==> src/rtl/ssd_scroll_feeder_pkg.sv <==
`default_nettype none
// ============================================================================
//  Module   : ssd_scroll_feeder_pkg
//  Brief    : Character-roulette shared types: blank code, char type, scroll FSM states.
//  Revision : 1.0 - initial release
// ============================================================================
package ssd_scroll_feeder_pkg;

    localparam logic [4:0] c_BLANK = 5'h1F;

    typedef logic [4:0] char_t;

    typedef enum logic [0:0] {
        IDLE   = 1'b0,
        SCROLL = 1'b1
    } scroll_state_t;

endpackage
`default_nettype wire

==> src/rtl/ssd_scroll_feeder_tick_gen.sv <==
`default_nettype none
// ============================================================================
//  Module   : ssd_tick_gen
//  Brief    : Free-running divider producing a one-cycle tick every DIV clocks.
//  Revision : 1.0 - initial release
// ============================================================================
module ssd_tick_gen #(
    parameter int SIMULATE = 1,
    parameter int SIM_DIV  = 4,
    parameter int CLK_HZ   = 100_000_000,
    parameter int RATE_HZ  = 2
) (
    input  logic clk,
    input  logic reset,
    input  logic clr,
    output logic tick
);

    localparam int c_DIV = (SIMULATE != 0) ? SIM_DIV : (CLK_HZ / RATE_HZ);
    localparam int c_CW  = (c_DIV > 1) ? $clog2(c_DIV) : 1;

    logic [c_CW-1:0] r_cnt;
    logic            w_wrap;

    assign w_wrap = (r_cnt == c_CW'(c_DIV - 1));
    assign tick   = w_wrap && !clr;

    always_ff @(posedge clk) begin
        if (reset || clr || w_wrap) begin
            r_cnt <= '0;
        end else begin
            r_cnt <= r_cnt + c_CW'(1);
        end
    end

endmodule
`default_nettype wire

==> src/rtl/ssd_scroll_feeder.sv <==
`default_nettype none
// ============================================================================
//  Module   : ssd_scroll_feeder
//  Brief    : Buffers 5-bit character codes and scrolls them right-to-left
//             across digit1/digit0. Define SSD_SCROLL_LOOP_EN to repeat forever.
//  Revision : 1.0 - initial release
// ============================================================================
module ssd_scroll_feeder
    import ssd_scroll_feeder_pkg::*;
#(
    parameter int SIMULATE  = 1,
    parameter int CLK_HZ    = 100_000_000,
    parameter int SCROLL_HZ = 2,
    parameter int SIM_DIV   = 4,
    parameter int DEPTH     = 16
) (
    input  logic       clk,
    input  logic       reset,
    input  logic [4:0] char_in,
    input  logic       char_valid,
    output logic       char_ready,
    input  logic       clear,
    input  logic       start,
    input  logic       abort,
    output logic       busy,
    output logic       done,
    output logic [4:0] digit1,
    output logic [4:0] digit0
);

    localparam int c_AW = (DEPTH > 1) ? $clog2(DEPTH) : 1;

    scroll_state_t   r_state;
    scroll_state_t   w_state_nxt;
    char_t           r_buf [DEPTH];
    logic [c_AW:0]   r_count;
    logic [c_AW+1:0] r_rd_ptr;
    char_t           r_digit1;
    char_t           r_digit0;
    logic            r_done;

    logic  w_tick;
    logic  w_start_ok;
    logic  w_wr;
    logic  w_shift;
    logic  w_last_tick;
    logic  w_busy;
    logic  w_ready;
    char_t w_rd_char;

    ssd_tick_gen #(
        .SIMULATE (SIMULATE),
        .SIM_DIV  (SIM_DIV),
        .CLK_HZ   (CLK_HZ),
        .RATE_HZ  (SCROLL_HZ)
    ) u_tick_gen (
        .clk   (clk),
        .reset (reset),
        .clr   (w_start_ok || abort),
        .tick  (w_tick)
    );

    assign w_start_ok  = (r_state == IDLE) && start && (r_count != '0) && !abort;
    assign w_wr        = char_valid && w_ready;
    assign w_shift     = (r_state == SCROLL) && w_tick && !r_done && !abort;
    // Tick number count+2 is the one whose rd_ptr equals count+1.
    assign w_last_tick = w_shift && (r_rd_ptr == ({1'b0, r_count} + (c_AW+2)'(1)));
    assign w_rd_char   = ({1'b0, r_count} > r_rd_ptr) ? r_buf[r_rd_ptr[c_AW-1:0]] : c_BLANK;

    // State register
    always_ff @(posedge clk) begin
        if (reset) begin
            r_state <= IDLE;
        end else begin
            r_state <= w_state_nxt;
        end
    end

    // Next-state logic
    always_comb begin
        w_state_nxt = r_state;
        case (r_state)
            IDLE:    if (w_start_ok) w_state_nxt = SCROLL;
            SCROLL:  if (abort || r_done) w_state_nxt = IDLE;
            default: w_state_nxt = IDLE;
        endcase
    end

    // Output logic
    always_comb begin
        w_busy  = (r_state == SCROLL);
        w_ready = (r_state == IDLE) && (r_count < (c_AW+1)'(DEPTH)) && !start && !clear;
    end

    always_ff @(posedge clk) begin
        if (w_wr) begin
            r_buf[r_count[c_AW-1:0]] <= char_in;
        end
    end

    always_ff @(posedge clk) begin
        if (reset) begin
            r_count  <= '0;
            r_rd_ptr <= '0;
            r_digit1 <= c_BLANK;
            r_digit0 <= c_BLANK;
            r_done   <= 1'b0;
        end else begin
            r_done <= 1'b0;

            if ((r_state == IDLE) && clear) begin
                r_count <= '0;
            end else if (w_wr) begin
                r_count <= r_count + (c_AW+1)'(1);
            end

            if (abort || w_start_ok) begin
                r_digit1 <= c_BLANK;
                r_digit0 <= c_BLANK;
                r_rd_ptr <= '0;
            end else if (w_shift) begin
                r_digit1 <= r_digit0;
                r_digit0 <= w_rd_char;
`ifdef SSD_SCROLL_LOOP_EN
                r_rd_ptr <= w_last_tick ? '0 : r_rd_ptr + (c_AW+2)'(1);
`else
                r_rd_ptr <= r_rd_ptr + (c_AW+2)'(1);
                r_done   <= w_last_tick;
`endif
            end
        end
    end

    assign char_ready = w_ready;
    assign busy       = w_busy;
    assign done       = r_done;
    assign digit1     = r_digit1;
    assign digit0     = r_digit0;

endmodule
`default_nettype wire
==> config.mk <==
export PLATFORM = sky130hd
export DESIGN_NAME = ssd_scroll_feeder
export DESIGN_NICKNAME = d
export VERILOG_FILES = /design/src/rtl/ssd_scroll_feeder_pkg.sv /design/src/rtl/ssd_scroll_feeder_tick_gen.sv /design/src/rtl/ssd_scroll_feeder.sv
export SDC_FILE = /design/constraint.sdc
export NUM_CORES = 1
export LEC_CHECK = 0
export ABC_AREA = 1
export BUFFER_PORTS_ARGS = -buffer_cell sky130_fd_sc_hd__buf_2
export CORE_ASPECT_RATIO = 0.75
export CORE_MARGIN = 1.5
export CORE_UTILIZATION = 50
export DETAILED_ROUTE_END_ITERATION = 6
export MAX_ROUTING_LAYER = met4
export PLACE_DENSITY = 0.67
export SETUP_SLACK_MARGIN = 0.02
export SYNTH_ARGS = -nofsm -noshare
export SYNTH_HDL_FRONTEND = slang
export SYNTH_SLANG_ARGS = --single-unit
==> constraint.sdc <==
create_clock -name clk -period 3.5 [get_ports clk]
set_clock_uncertainty 0.15 [all_clocks]
set_input_delay 0.35 -clock clk [delete_from_list [all_inputs] [get_ports clk]]
set_output_delay 0.35 -clock clk [all_outputs]
set_load 0.01 [all_outputs]
After elaboration in Yosys (flattened, before gate mapping). Memory sizes are Yosys's and may differ from the RTL's. A register that Yosys moved wholly into a read port is not among the register bits. Cells that the tools add are included. Widths: inputs -> output; s select.

Eq/ne operators: 2. Add/subtract/negate cells: 4. Bitwise logic cells: 2. Magnitude comparators: 2. Reduce and logical (&&, ||, !) cells: 26. Multiplexer cells: 8.

Operator list (number): $logic_and 1x1->1 (13); $mux 4 (2); $add 5x1->6 const B (1); $add 6x1->6 const B (1); $eq 6x6->1 (1); $gt 5x6->1 (1); $add 5x1->5 const B (1); $logic_not 1->1 (5); $lt 5x5->1 const B (1); $mux 5 (1); $reduce_bool 5->1 (1); $logic_or 1x1->1 (4); $mux 1 (4); $reduce_or 2->1 (2); $reduce_or 3->1 (1); $add 2x1->2 const B (1); $eq 2x2->1 const B (1); $not 1->1 (2); $pmux 1 s2 (1).

Bits in writable memories: 80. Memories kept: 1. Register bits: 25. Output and inout port bits: 13. Logic and storage cells: 52. Input port bits: 11.

Memories: r_buf (words 16, bits a word 5, rd ports 1, clocked after Yosys merged registers in 1, write ports 1, RTL line ssd_scroll_feeder.sv:35) `char_t r_buf [DEPTH];`.

Logic depth before layout (Yosys ltp). Gate-level depths: netlist (run 1).

Depth in word-level cells: 12. Mapped depth: 11. Mapped depth without buffers: 11.

Hierarchy. Synthesis (run 1) repeated with hierarchy kept, for this count alone.

Cells, all modules: 518. Area total of the unflattened synthesis: 4947.2 um^2.

By module, submodules not included: ssd_scroll_feeder (times used 1, area an instance 4868.4 um^2, cells an instance 508); ssd_tick_gen (times used 1, area an instance 78.8 um^2, cells an instance 10).

Least setup slack after synthesis (run 1). OpenSTA, ideal clock, no wires.

Path type: register to register. From: register r_state, in the netlist busy. To: memory r_buf[0][0] (netlist bit), enable pin. Data arrival time: 1.232 ns. Clock period less this slack: 1.722 ns. Cell stages (with the launch flop): 8. Path slack: 1.778 ns. Cell sequence: dfxtp_1 > inv_2 > nand2_2 > nor3_4 > nand2_4 > inv_6 > nand2_1 > nor2_1.

Word-level cells in the longest chain between the ends: 7.

RTL lines: start, declared (RTL line ssd_scroll_feeder.sv:33) `scroll_state_t r_state;`; start signal, assigned (RTL line ssd_scroll_feeder.sv:75) `r_state <= w_state_nxt;`; $not 1->1; $logic_and 1x1->1 (3 in a row) (RTL line ssd_scroll_feeder.sv:92) `w_ready = (r_state == IDLE) && (r_count < (c_AW+1)'(DEPTH)) && !start && !clear;`; named net char_ready (RTL line ssd_scroll_feeder.sv:21) `output logic char_ready,`; $logic_and 1x1->1 (RTL line ssd_scroll_feeder.sv:64) `assign w_wr = char_valid && w_ready;`; $mux 1 (RTL line ssd_scroll_feeder.sv:96) `if (w_wr) begin`; $mux 1 (implied by the code) (RTL line ssd_scroll_feeder.sv:97) `r_buf[r_count[c_AW-1:0]] <= char_in;`; end, declared (RTL line ssd_scroll_feeder.sv:35).

The timed path passes the listed nets, and every way through them passes these cells.

==> results_dict.tcl, run 1 <==
set metrics [dict create \
    status "finished, final reports clean" \
    cts_setup_buffers 0 \
    syn-num-nets 531 \
    ant_nets 0 \
    ir_worst_vdd_uv 304 \
    relSlewSlack 0.560 \
    grt_usage 0.235 \
    cts_resized 0 \
    rr_endpoint "digit0[0]$_SDFFE_PP1N_" \
    grt_first_pass_wirelength_um 16800 \
    h-tree-depth 3 \
    cts.sinks 109 \
    hold_buffers 0 \
    die_w_um 117 \
    fin_cells 664 \
    critPathKind "register to register" \
    synthDistinctLibCells 31 \
    synth_area_per_cell_um2 9.60 \
    worstPathArrival_ps 2180 \
    ys_seq_elements 109 \
    rows 31 \
    synthMuxAreaShare 0 \
    synth_fa_ha_area_frac 0.0282 \
    drc 0 \
    hold_violations 0 \
    cp.required_ps 3600 \
    drt_iter0_drc 362 \
    synth_top_family_by_area "simple AND/OR/NAND/NOR gates" \
    final_cell_mix "nand2_1 (162), edfxtp_1 (80), nand3_1 (64), inv_1 (56), dfxtp_1 (29)" \
    dpl.cell_count 648 \
    num_vias 3485 \
    setup_tns_ps 0 \
    synth-warning-count 0 \
    die-area_mm2 0.0104 \
    cts-root-buf "clkbuf_16" \
    gr-total-overflow 0 \
    synth_area_mm2 0.00489 \
    period_needed_ps 2080 \
    nFillCells 868 \
    synth_compound_area_frac 0.0294 \
    diodes 0 \
    num-nets-final 549 \
    min_from "abort" \
    cp_cell_sequence "buf_4 -> inv_2 -> nand2_1 -> nand2_1 -> nand2_1 -> nand3_1 -> nand3_1 -> nand3_1 -> nand2_1 -> nand2_1" \
    setup_violations 0 \
    synth.area.top_cells "edfxtp_1 (49%), nand2_1 (12%), dfxtp_1 (12%)" \
    start_util 0.510 \
    drv_cap 0 \
    die_h_um 88.6 \
    period_share 0.595 \
    tightest_slew_ps 660 \
    crit_fanout 41 \
    worstRegToRegCells 10 \
    dp_slack_ps 1440 \
    synth_top_area_share 0.492 \
    power_density_mw_per_mm2 457 \
    start_kind "register" \
    path_common_cell "nand2_1" \
    synth-xor-area-share 0.0161 \
    hp-class "primary input to register" \
    drv_slew 0 \
    worst_slack_ps 1420 \
    worstSetupEndpoint "digit0[0]$_SDFFE_PP1N_" \
    area_delta_synth_final_pct 9.81 \
    grt_max_degree 42 \
    grt_antenna_before_repair 0 \
    whs_ps 169 \
    grt_pass1_vias 2963 \
    wl_per_cell_um 16.6 \
    crit_path_max_incr_delay_ps 390 \
    cts_made_buffers 9 \
    coreArea_mm2 0.00958 \
    rsz0062_at_grt "false" \
    clockBufferDepth 2 \
    slowest_stage "inv_2" \
    gp_congestion 0.925 \
    final_common_cell "nand2_1" \
    synth_top_cell_by_area "edfxtp_1" \
    final_util 0.560 \
    cts_tree "built" \
    vias_per_cell 5.25 \
    syn_inst 509 \
    yosys.area_share.simple 0.242 \
    r2r_setup_slack_ps 1420 \
    io_buffers 23 \
    yosysSeqAreaShare 0.610 \
    path_clk_slew_ps 70 \
    clock_latency_ps 350 \
    place_hpwl_um 7550 \
    routed_wirelength_um 11000 \
    ios 24 \
    crit_path_end_kind "register" \
    cellLeakagePower_nw 2.20 \
    firstDrtPassIters 5 \
    drive_gt1_frac 0.120 \
    max_freq_ghz 0.480 \
]
stage by stage:
stage	instance area [um2]	power, mW
3_5_place_dp	5070	1.49
5_1_grt	5370	2.52
2_1_floorplan	4890	1.45
4_1_cts	5370	2.47
6_report	5370	2.45
3_3_place_gp	5070	1.49
critical path: cells and delay by family (launching register included):
kind | cells | cell delay, ps
flip-flops | 1 | 310
buffers and inverters | 2 | 760
AND/OR/NAND/NOR | 8 | 750
registers in the layout (all words and copies together), names as in the netlist, named ones only:
name              count
r_buf                80
r_rd_ptr              6
digit0                5
digit1                5
r_count               5
u_tick_gen.r_cnt      2
busy                  1
done                  1
Yosys cell counts (all sizes together):
cell and number:
a21oi 19, buf 12, clkbuf 6, clkinv 1, dfxtp 29, edfxtp 80
ha 11, inv 65, nand2 165, nand3 68, nand4 2, nor2 25
nor3 5, nor3b 1, o21ai 9, or2 2, xnor2 3, xor2 6
layer usage:
| layer | global-route usage | routed length [um] | vias up |
|---|---|---|---|
| met5 | - | 0 | - |
| met4 | 0.0624 | 130 | 0 |
| met3 | 0.0562 | 864 | 14 |
| met2 | 0.301 | 4420 | 142 |
| met1 | 0.367 | 5610 | 1643 |
| li1 | - | - | 1686 |
cell families (layout without fill, tap and decap cells):
logic type,count (synthesis),in the layout
adders and majority gates,11,11
buffers and inverters,84,107
DFF,109,109
AOI/OAI and AO/OA,28,28
xor gates and xnor gates,9,9
and+or+nand+nor,268,268
layout make-up:
type / count / area, um2 / share of cell area
inverters: 66 / 253 / 0.0471
multi-input cells: 316 / 1540 / 0.288
flip-flops and latches: 109 / 2980 / 0.556
clock inverters: 6 / 41.3 / 0.00770
well taps: 132 / 165 / 0.0308
clock buffers: 10 / 250 / 0.0466
repair buffers: 25 / 130 / 0.0243
how the worst min path moves through the flow:
stage / slack (ps) / cells past startpoint / to
2_1_floorplan: 250 / 1 / u_tick_gen.r_cnt[0]$_SDFF_PP0_
3_3_place_gp: 260 / 1 / u_tick_gen.r_cnt[0]$_SDFF_PP0_
3_5_place_dp: 270 / 1 / u_tick_gen.r_cnt[0]$_SDFF_PP0_
4_1_cts: 170 / 4 / busy$_SDFF_PP0_
5_1_grt: 180 / 3 / busy$_SDFF_PP0_
6_report: 170 / 4 / busy$_SDFF_PP0_
report_power, final:
group          total, mW  switching, mW  leakage, nW  internal, mW
Sequential          1.39        0.00384        0.954          1.39
Clock              0.993          0.464        0.148         0.529
Combinational     0.0664         0.0482         1.10        0.0182
(Power assumes the default switching activity.)
==> run 2, diff against run 1 <==
Settings changed: PLACE_DENSITY 0.67 to 0.7.
Clock period 3.5 ns to 1.9 ns, I/O delays scaled along.
==> run 2 against run 1 <==
Net effect: register-to-register slack worse by 1400 ps; worst hold slack worse by 150 ps; sequential power is 84% higher; count of clock-buffer cells in the layout is 2 higher; cell count is 2.7% higher; global-route usage is 0.45 points higher; largest cell class unchanged.
==> results_dict.tcl, run 2 (same netlist as run 1, synthesis figures left out) <==
set metrics [dict create \
    max_freq_ghz 0.533 \
    worst_slack_ps 25.4 \
    multi_input_area_mm2 0.00156 \
    worstPathArrival_ps 1720 \
    io_buffers 23 \
    dpl.cell_count 666 \
    worstSetupEndpoint "r_buf[14][4]$_DFFE_PP_" \
    num-nets-final 567 \
    nFillCells 854 \
    grt_usage 0.240 \
    worstSetupStartpoint "r_count[4]$_SDFFE_PP0P_" \
    period_share 0.987 \
    hold_buffers 0 \
    power_density_mw_per_mm2 849 \
    rr_startpoint "r_count[4]$_SDFFE_PP0P_" \
    cts.sinks 109 \
    place_hpwl_um 7770 \
    rows 31 \
    start_util 0.510 \
    hp-class "primary input to register" \
    cts_setup_buffers 0 \
    ant_nets 0 \
    diodes 0 \
    rr_endpoint "r_buf[14][4]$_DFFE_PP_" \
    cts-root-buf "clkbuf_16" \
    rsz0062_at_grt "true" \
    drc 0 \
    crit_path_end_kind "register" \
    largest_reg_flops 80 \
    coreArea_mm2 0.00958 \
    gp_congestion 0.863 \
    final_common_cell "nand2_1" \
    cp.required_ps 1750 \
    period_needed_ps 1870 \
    drv_slew 0 \
    area_delta_synth_final_pct 14.2 \
    r2r_setup_slack_ps 30 \
    hold_violations 0 \
    start_kind "register" \
    grt_first_pass_wirelength_um 17300 \
    routed_wirelength_um 11100 \
    worstRegToRegCells 7 \
    path_clk_slew_ps 70 \
    clockBufferDepth 2 \
    grt_max_degree 30 \
    drt_iter0_drc 298 \
    dp_slack_ps -43.7 \
    placed_area_mm2 0.00522 \
    grt_antenna_before_repair 0 \
    die_w_um 117 \
    tightest_slew_ps 651 \
    clock_latency_ps 350 \
    fin_area_mm2 0.00558 \
    gr-total-overflow 0 \
    firstDrtPassIters 7 \
    drv_cap 0 \
    cts_made_buffers 9 \
    die-area_mm2 0.0104 \
    status "finished, final reports clean" \
    final_cell_mix "nand2_1 (162), edfxtp_1 (80), nand3_1 (64), inv_1 (56), dfxtp_1 (28)" \
    cts_tree "built" \
    die_h_um 88.6 \
    grt_pass1_vias 3106 \
    critPathKind "register to register" \
    h-tree-depth 3 \
    vias_per_cell 5.15 \
    num_vias 3511 \
    fin_cells 682 \
    drive_gt1_frac 0.164 \
    seq_area_mm2 0.00298 \
    setup_violations 0 \
    ir_worst_vdd_uv 632 \
    wl_per_cell_um 16.3 \
    cellLeakagePower_nw 2.31 \
    crit_fanout 8 \
    relSlewSlack 0.566 \
    finalPower_mw 4.74 \
    ios 24 \
]
[run 2: routing by layer]
metal / GRT usage / part of all wire
met5: - / 0
met4: 0.0767 / 0.013
met3: 0.0541 / 0.079
met2: 0.304 / 0.41
met1: 0.373 / 0.50
[run 2: worst min path at each step]
stage / slack [ps] / start / cells after the start / to
2_1_floorplan: 140 / char_in[0] / 0 / r_buf[0][0]$_DFFE_PP_
3_3_place_gp: 260 / u_tick_gen.r_cnt[0]$_SDFF_PP0_ / 1 / u_tick_gen.r_cnt[0]$_SDFF_PP0_
3_5_place_dp: 270 / u_tick_gen.r_cnt[0]$_SDFF_PP0_ / 1 / u_tick_gen.r_cnt[0]$_SDFF_PP0_
4_1_cts: 10 / start / 3 / busy$_SDFF_PP0_
5_1_grt: 30 / char_valid / 3 / r_count[1]$_SDFFE_PP0P_
6_report: 20 / start / 3 / busy$_SDFF_PP0_
[run 2: what timing repair did]
action | CTS | global route
resized for setup | 2 | 6
hold endpoints to repair | 0 | 0
setup endpoints to repair | 10 | 40
cloned | 0 | 0
[run 2: where the power goes]
group	internal [mW]	leakage, nW	switching (mW)
clock	1.22	0.165	0.821
sequential	2.56	0.955	0.00557
combinational	0.0400	1.19	0.0971
[run 2: final cells by class]
| type | instances | share of cell area |
|---|---|---|
| clock inverter | 4 | 0.00875 |
| sequential | 109 | 0.535 |
| multi-input combinational | 316 | 0.280 |
| inverter | 66 | 0.0453 |
| timing repair buffer | 43 | 0.0498 |
| clock buffer | 12 | 0.0518 |
| tap | 132 | 0.0296 |
[run 2: critical path, stage by stage, from the launching register on]
cell and delay, ps:
dfxtp_1 360, inv_2 100, nand2_2 60, nor3_4 150
nand2_4 100, inv_6 90, nand2_1 120, nor2_1 380
[run 2: stage by stage]
step / util / hold WS, ps / TNS, ps
6_report: 0.582 / 23.4 / 0
5_1_grt: 0.582 / 27.2 / -1290
4_1_cts: 0.581 / 11.4 / 0
3_5_place_dp: 0.545 / 271 / -61.0
3_3_place_gp: 0.545 / 263 / 0
2_1_floorplan: - / 139 / 0
